===== src/rtl/layer2_mac_engine.sv =====
// layer2_mac_engine: fixed-point matrix-vector multiply-accumulate engine for
// the fully connected second layer. Activations arrive one element at a time;
// each element is multiplied against one row of the on-block weight memory
// and accumulated, with saturation, into N_OUT results that are then streamed
// out with valid/ready.
// Optional build macro BIAS_INIT_EN: accumulators start from bias words stored
// at weight addresses N_IN*N_OUT+j instead of from zero.
module layer2_mac_engine #(
  parameter int DATA_W   = 16,
  parameter int FRAC_W   = 8,
  parameter int N_IN     = 16,
  parameter int N_OUT    = 10,
  parameter int W_ADDR_W = 8,
  parameter int IDX_W    = 4
) (
  input  logic                clk,
  input  logic                reset,
  input  logic                w_we,
  input  logic [W_ADDR_W-1:0] w_addr,
  input  logic [DATA_W-1:0]   w_data,
  input  logic                start,
  input  logic                in_valid,
  output logic                in_ready,
  input  logic [DATA_W-1:0]   in_data,
  output logic                out_valid,
  input  logic                out_ready,
  output logic [DATA_W-1:0]   out_data,
  output logic [IDX_W-1:0]    out_index,
  output logic                busy,
  output logic                done,
  output logic                sat_flag
);

  localparam int MCNT_W = $clog2(N_OUT + 1);
  localparam int I_W    = $clog2(N_IN + 1);
  localparam logic [MCNT_W-1:0] M_LAST = MCNT_W'(N_OUT);
  localparam logic [I_W-1:0]    I_LAST = I_W'(N_IN - 1);
  localparam logic [IDX_W-1:0]  K_LAST = IDX_W'(N_OUT - 1);
  localparam logic signed [DATA_W-1:0] D_MAX = {1'b0, {(DATA_W-1){1'b1}}};
  localparam logic signed [DATA_W-1:0] D_MIN = {1'b1, {(DATA_W-1){1'b0}}};

  typedef enum logic [2:0] {IDLE, WAIT_IN, MAC, OUT, DONE} state_t;

  state_t state, state_nx;
  logic [I_W-1:0]      i_cnt;
  logic [MCNT_W-1:0]   m_cnt;
  logic [IDX_W-1:0]    k_cnt;
  logic [W_ADDR_W-1:0] rd_addr;
  logic                vld_p1;
  logic [MCNT_W-1:0]   j_p1;

  logic signed [DATA_W-1:0] mem [2**W_ADDR_W];
  logic signed [DATA_W-1:0] x_p0;
  logic signed [DATA_W-1:0] w_p1;
  logic signed [DATA_W-1:0] acc [N_OUT];
  logic signed [DATA_W-1:0] term, acc_nx;
  logic                     term_sat, add_sat;
  logic                     load_ok, go;

  // Product scaled back to Q.FRAC_W (floor), clamped to DATA_W; MSB = clamped.
  function automatic logic [DATA_W:0] sat_mul_shift(input logic signed [DATA_W-1:0] a,
                                                    input logic signed [DATA_W-1:0] b);
    logic signed [2*DATA_W-1:0] prod;
    prod = a * b;
    prod = prod >>> FRAC_W;
    if (prod[2*DATA_W-1:DATA_W-1] == '0 || prod[2*DATA_W-1:DATA_W-1] == '1)
      return {1'b0, prod[DATA_W-1:0]};
    return {1'b1, prod[2*DATA_W-1] ? D_MIN : D_MAX};
  endfunction

  // Saturating DATA_W add; MSB = clamped.
  function automatic logic [DATA_W:0] sat_add(input logic signed [DATA_W-1:0] a,
                                              input logic signed [DATA_W-1:0] b);
    logic [DATA_W:0] sum;
    sum = {a[DATA_W-1], a} + {b[DATA_W-1], b};
    if (sum[DATA_W] == sum[DATA_W-1])
      return {1'b0, sum[DATA_W-1:0]};
    return {1'b1, sum[DATA_W] ? D_MIN : D_MAX};
  endfunction

  assign go      = (state == IDLE) && start;
  assign load_ok = (state == IDLE) && w_we && !start;

  // Next-state and handshake outputs decoded from the current state.
  always_comb begin
    state_nx  = state;
    in_ready  = 1'b0;
    out_valid = 1'b0;
    busy      = 1'b1;
    done      = 1'b0;
    case (state)
      IDLE: begin
        busy = 1'b0;
        if (start) state_nx = WAIT_IN;
      end
      WAIT_IN: begin
        in_ready = 1'b1;
        if (in_valid) state_nx = MAC;
      end
      MAC: begin
        if (m_cnt == M_LAST) state_nx = (i_cnt == I_LAST) ? OUT : WAIT_IN;
      end
      OUT: begin
        out_valid = 1'b1;
        if (out_ready && k_cnt == K_LAST) state_nx = DONE;
      end
      DONE: begin
        busy     = 1'b0;
        done     = 1'b1;
        state_nx = IDLE;
      end
      default: begin
        busy     = 1'b0;
        state_nx = IDLE;
      end
    endcase
  end

  assign out_data  = out_valid ? acc[k_cnt] : '0;
  assign out_index = out_valid ? k_cnt : '0;

  // Control: state, element/read/output counters, read-valid pipe, sticky flag.
  always_ff @(posedge clk or posedge reset) begin
    if (reset) begin
      state    <= IDLE;
      i_cnt    <= '0;
      m_cnt    <= '0;
      k_cnt    <= '0;
      rd_addr  <= '0;
      vld_p1   <= 1'b0;
      j_p1     <= '0;
      sat_flag <= 1'b0;
    end else begin
      state  <= state_nx;
      vld_p1 <= (state == MAC) && (m_cnt != M_LAST);
      j_p1   <= m_cnt;
      if (vld_p1 && (term_sat || add_sat)) sat_flag <= 1'b1;
      case (state)
        IDLE: begin
          if (start) begin
            i_cnt    <= '0;
            m_cnt    <= '0;
            k_cnt    <= '0;
            rd_addr  <= '0;
            sat_flag <= 1'b0;
          end
        end
        MAC: begin
          if (m_cnt != M_LAST) begin
            m_cnt   <= m_cnt + 1'b1;
            rd_addr <= rd_addr + 1'b1;
          end else begin
            m_cnt <= '0;
            k_cnt <= '0;
            if (i_cnt != I_LAST) i_cnt <= i_cnt + 1'b1;
          end
        end
        OUT: begin
          if (out_ready) k_cnt <= (k_cnt == K_LAST) ? '0 : k_cnt + 1'b1;
        end
        default: ;
      endcase
    end
  end

  // Weight memory: write port for off-chip loading, synchronous read port.
  always_ff @(posedge clk) begin
    if (load_ok) mem[w_addr] <= w_data;
    // ---- stage p0 -> p1: weight read for the row element being issued ----
    w_p1 <= mem[rd_addr];
  end

  // Activation latch on input handshake; held for the whole MAC pass.
  always_ff @(posedge clk) begin
    if (state == WAIT_IN && in_valid) x_p0 <= in_data;
  end

  // ---- stage p1: multiply, scale, saturate, accumulate ----
  // Arithmetic for the accumulator addressed by the read pipeline.
  always_comb begin
    {term_sat, term}  = sat_mul_shift(w_p1, x_p0);
    {add_sat, acc_nx} = sat_add(acc[j_p1], term);
  end

`ifdef BIAS_INIT_EN
  localparam logic [W_ADDR_W-1:0] BIAS_LO = W_ADDR_W'(N_IN * N_OUT);
  localparam logic [W_ADDR_W-1:0] BIAS_HI = W_ADDR_W'(N_IN * N_OUT + N_OUT);
  logic signed [DATA_W-1:0] bias [N_OUT];
  logic [W_ADDR_W-1:0]      bias_idx;
  assign bias_idx = w_addr - BIAS_LO;

  // Shadow copy of the bias words so start can preload every accumulator at once.
  always_ff @(posedge clk) begin
    if (load_ok && w_addr >= BIAS_LO && w_addr < BIAS_HI) bias[bias_idx] <= w_data;
  end
`endif

  // Accumulators: preload on start, update one entry per valid MAC cycle.
  always_ff @(posedge clk or posedge reset) begin
    if (reset) begin
      for (int j = 0; j < N_OUT; j++) acc[j] <= '0;
    end else if (go) begin
`ifdef BIAS_INIT_EN
      for (int j = 0; j < N_OUT; j++) acc[j] <= bias[j];
`else
      for (int j = 0; j < N_OUT; j++) acc[j] <= '0;
`endif
    end else if (vld_p1) begin
      acc[j_p1] <= acc_nx;
    end
  end

endmodule


===== config.mk =====
export PLATFORM = sky130hd
export DESIGN_NAME = layer2_mac_engine
export DESIGN_NICKNAME = d
export VERILOG_FILES = /design/src/rtl/layer2_mac_engine.sv
export SDC_FILE = /design/constraint.sdc
export NUM_CORES = 2
export LEC_CHECK = 0
export CAP_MARGIN = 25
export CORE_ASPECT_RATIO = 0.8
export CORE_UTILIZATION = 60
export CTS_CLUSTER_SIZE = 12
export DETAILED_ROUTE_END_ITERATION = 7
export PLACE_DENSITY_LB_ADDON = 0.3
export REMOVE_ABC_BUFFERS = 1
export SKIP_CTS_REPAIR_TIMING = 1
export SYNTH_ARGS = -nofsm -noshare
export SYNTH_HDL_FRONTEND = slang
export SYNTH_SLANG_ARGS = --single-unit

===== constraint.sdc =====
create_clock -name clk -period 25 [get_ports clk]
set_input_delay 5 -clock clk [delete_from_list [all_inputs] [get_ports clk]]
set_output_delay 5 -clock clk [all_outputs]
set_load 0.01 [all_outputs]

==> metrics.yaml <==
grt_pass1_vias: 89900
finalSetupViolCount: 0
die_x_um: 611
drc: 0
cp_slowest_cell: "fa_1"
synth_top_family_by_area: "multiplexers"
grt_pass1_wl_um: 653000
drt-total-wl_um: 456000
rrSetupSlack_ns: 13.46
post-route-util_pct: 66.7
reg2reg_depth: 35
drtAntennaViolNets: 0
nets: 9119
synth_seq_cells: 4318
cts_tree: "built"
insertion_delay_ns: 0.93
syn_area_um2: 178000
outcome: "complete, no violations"
viasPerCell: 6.90
rows: 178
fill_cells: 18100
cp.arrival_ns: 12.29
hold_viol_final: 0
final.period_utilization_pct: 46.1
muxShareOfSynthArea_pct: 18.4
cts.sinks: 4318
post_synth_fa_ha_maj_area_fraction_pct: 3.67
start_util_pct: 60.4
cpPeakStageDelay_ns: 0.75
drv_slew: 0
crit_path_end_kind: "flip-flop"
overflow: 0
htreeDepth: 5
synth_area_per_cell_um2: 21.5
clock.fmax_ghz: 0.0867
hold-path-cell-count: 0
skew_ns: 0.0760
final_area_um2: 196000
worst-slew-pin-transition_ns: 1.13
yosysWarnings: 0
crit_path_start_kind: "flip-flop"
firstDrtPassIters: 6
worstSetupPathType: "flip-flop to flip-flop"
drtIter0Drc: 13500
clk_pin_slew_ns: 0.06
synth_compound_area_share_pct: 1.38
die-area_um2: 299000
grt_max_degree: 161
core_area_um2: 294000
critPathMaxFanout: 17
cpMostUsedCell: "fa_1"
clockBufferDepth: 4
min_period_ns: 11.54
dieHeight_um: 489
root_buffer: "clkbuf_16"
post_dp_cell_area_um2: 185000
drive_gt1_share_pct: 26.4
antenna_found_initial: 54
place_congestion: 0.859
vias: 88600
fin_ws_ns: 13.46
dp_slack_ns: 13.63
dpl.hpwl_um: 266000
area_delta_synth_final_pct: 10.5
yosysSeqAreaShare_pct: 72.3
cp_data_required_time_ns: 25.76
async_reset_ff_share_pct: 4.40
synth_cell_types: 75
maxCapViolations: 0
relSlewSlack_pct: 24.4
rsz0062_at_grt: "no"
port_buffers: 70
synth-edff-count: 4112
synthSimpleGateAreaFrac_pct: 2.34
synthFlopType: "edfxtp_1"
grtUsageTotal_pct: 30.9
hold_ws_ns: 0.420
synth-xor-area-share_pct: 0.255
cts-buffers-inserted: 415
min-delay-path-class: "flip-flop to flip-flop"
post_drt_wl_per_cell_um: 35.5
top_level_ports: 71
synth_cells: 8272
registers in the layout (all words and copies together) (netlist names):
| name | flops |
|---|---|
| i_cnt | 5 |
| w_p1 | 16 |
| j_p1 | 4 |
| acc | 160 |
| m_cnt | 4 |
| rd_addr | 8 |
| x_p0 | 16 |
| state | 3 |
| k_cnt | 4 |
| mem | 4096 |
| sat_flag | 1 |
| vld_p1 | 1 |
Yosys cell counts (49+ instances only):
master / number / area (µm²)
dfrtp_1: 190 / 4750
nor2_1: 353 / 1330
mux2i_1: 49 / 490
o21ai_0: 136 / 681
ha_1: 102 / 1280
clkbuf_1: 283 / 1060
fa_1: 262 / 5250
a21oi_1: 74 / 370
buf_1: 57 / 214
a22o_1: 57 / 499
buf_2: 95 / 475
nand2_1: 294 / 1100
mux4_2: 1420 / 32000
inv_1: 305 / 1140
edfxtp_1: 4112 / 123000
and2_1: 141 / 882
cell usage in the layout (no fill, tap or decap), types with 15 or more instances in the layout:
master / synthesis / layout
clkbuf_16: 0 / 421
buf_4: 0 / 366
nand2_1: 294 / 285
inv_1: 305 / 304
clkbuf_8: 0 / 18
xnor2_1: 30 / 30
nor2b_1: 17 / 17
nor2_1: 353 / 346
o22ai_1: 17 / 17
mux2_2: 20 / 20
mux4_2: 1420 / 1420
fa_1: 262 / 262
nand2b_1: 16 / 16
clkinv_1: 0 / 21
nor3_1: 27 / 27
a221oi_1: 15 / 15
dfrtp_1: 190 / 181
nand3_1: 25 / 19
dfxtp_1: 16 / 16
ha_1: 102 / 102
mux2i_1: 49 / 49
xor2_1: 20 / 20
a22o_1: 57 / 57
o21ai_0: 136 / 136
a21oi_1: 74 / 74
clkbuf_1: 283 / 113
edfxtp_1: 4112 / 4112
clkdlybuf4s50_1: 0 / 54
diode_2: 0 / 18
and2_1: 141 / 141
final cells by class:
cell class | instances | area (µm²) | share of cell area (%)
clock inverter | 42 | 377 | 0.192
sequential | 4318 | 129000 | 65.5
tap | 3960 | 4950 | 2.52
timing repair buffer | 456 | 3910 | 1.99
inverter | 305 | 1150 | 0.587
antenna | 18 | 45.0 | 0.0229
clock buffer | 536 | 11000 | 5.59
multi-input combinational | 3213 | 46400 | 23.6
critical path: cells and delay by family, from the launching register on:
kind,cells,cell delay [ns]
AO/OA/AOI/OAI,14,4.15
adder cells (fa/ha/maj),9,4.23
multiplexers,2,0.48
buffers and inverters,6,0.70
AND/OR/NAND/NOR,4,1.14
flip-flops,1,0.70
per-layer routing:
layer	track usage [%]	part of all wire, %	wire, µm	vias up
li1	-	-	-	34600
met1	45.3	37	170000	46700
met2	46.7	46	210000	6372
met3	7.50	13	57600	938
met4	10.3	3.8	17200	38
met5	0	0.097	443	-
through the flow:
step	cells	setup TNS (ns)
after floorplan	7836	-373.34
after global placement	12200	0
after detailed placement	12200	0
after CTS	12800	0
after global routing	12800	0
final	12800	0
kinds of logic after synthesis:
logic type	Yosys count
flops	4318
mux	1494
simple gates	926
buf+inv	741
compound gates	377
fa+ha+maj	365
xor+xnor	51
worst paths after layout:
kind,from,endpoint
worst max-delay path,x_p0[1],acc[8]
worst min-delay path,m_cnt[3],j_p1[3]
worst max register to register,x_p0[1],acc[8]
worst min register to register,m_cnt[3],j_p1[3]
max in group asynchronous,reset,acc[78]
min in group asynchronous,reset,rd_addr[1]
Power is left out: the tool's default activity adds up to more than one toggle a clock period on the data nets, which glitch-free logic cannot reach.
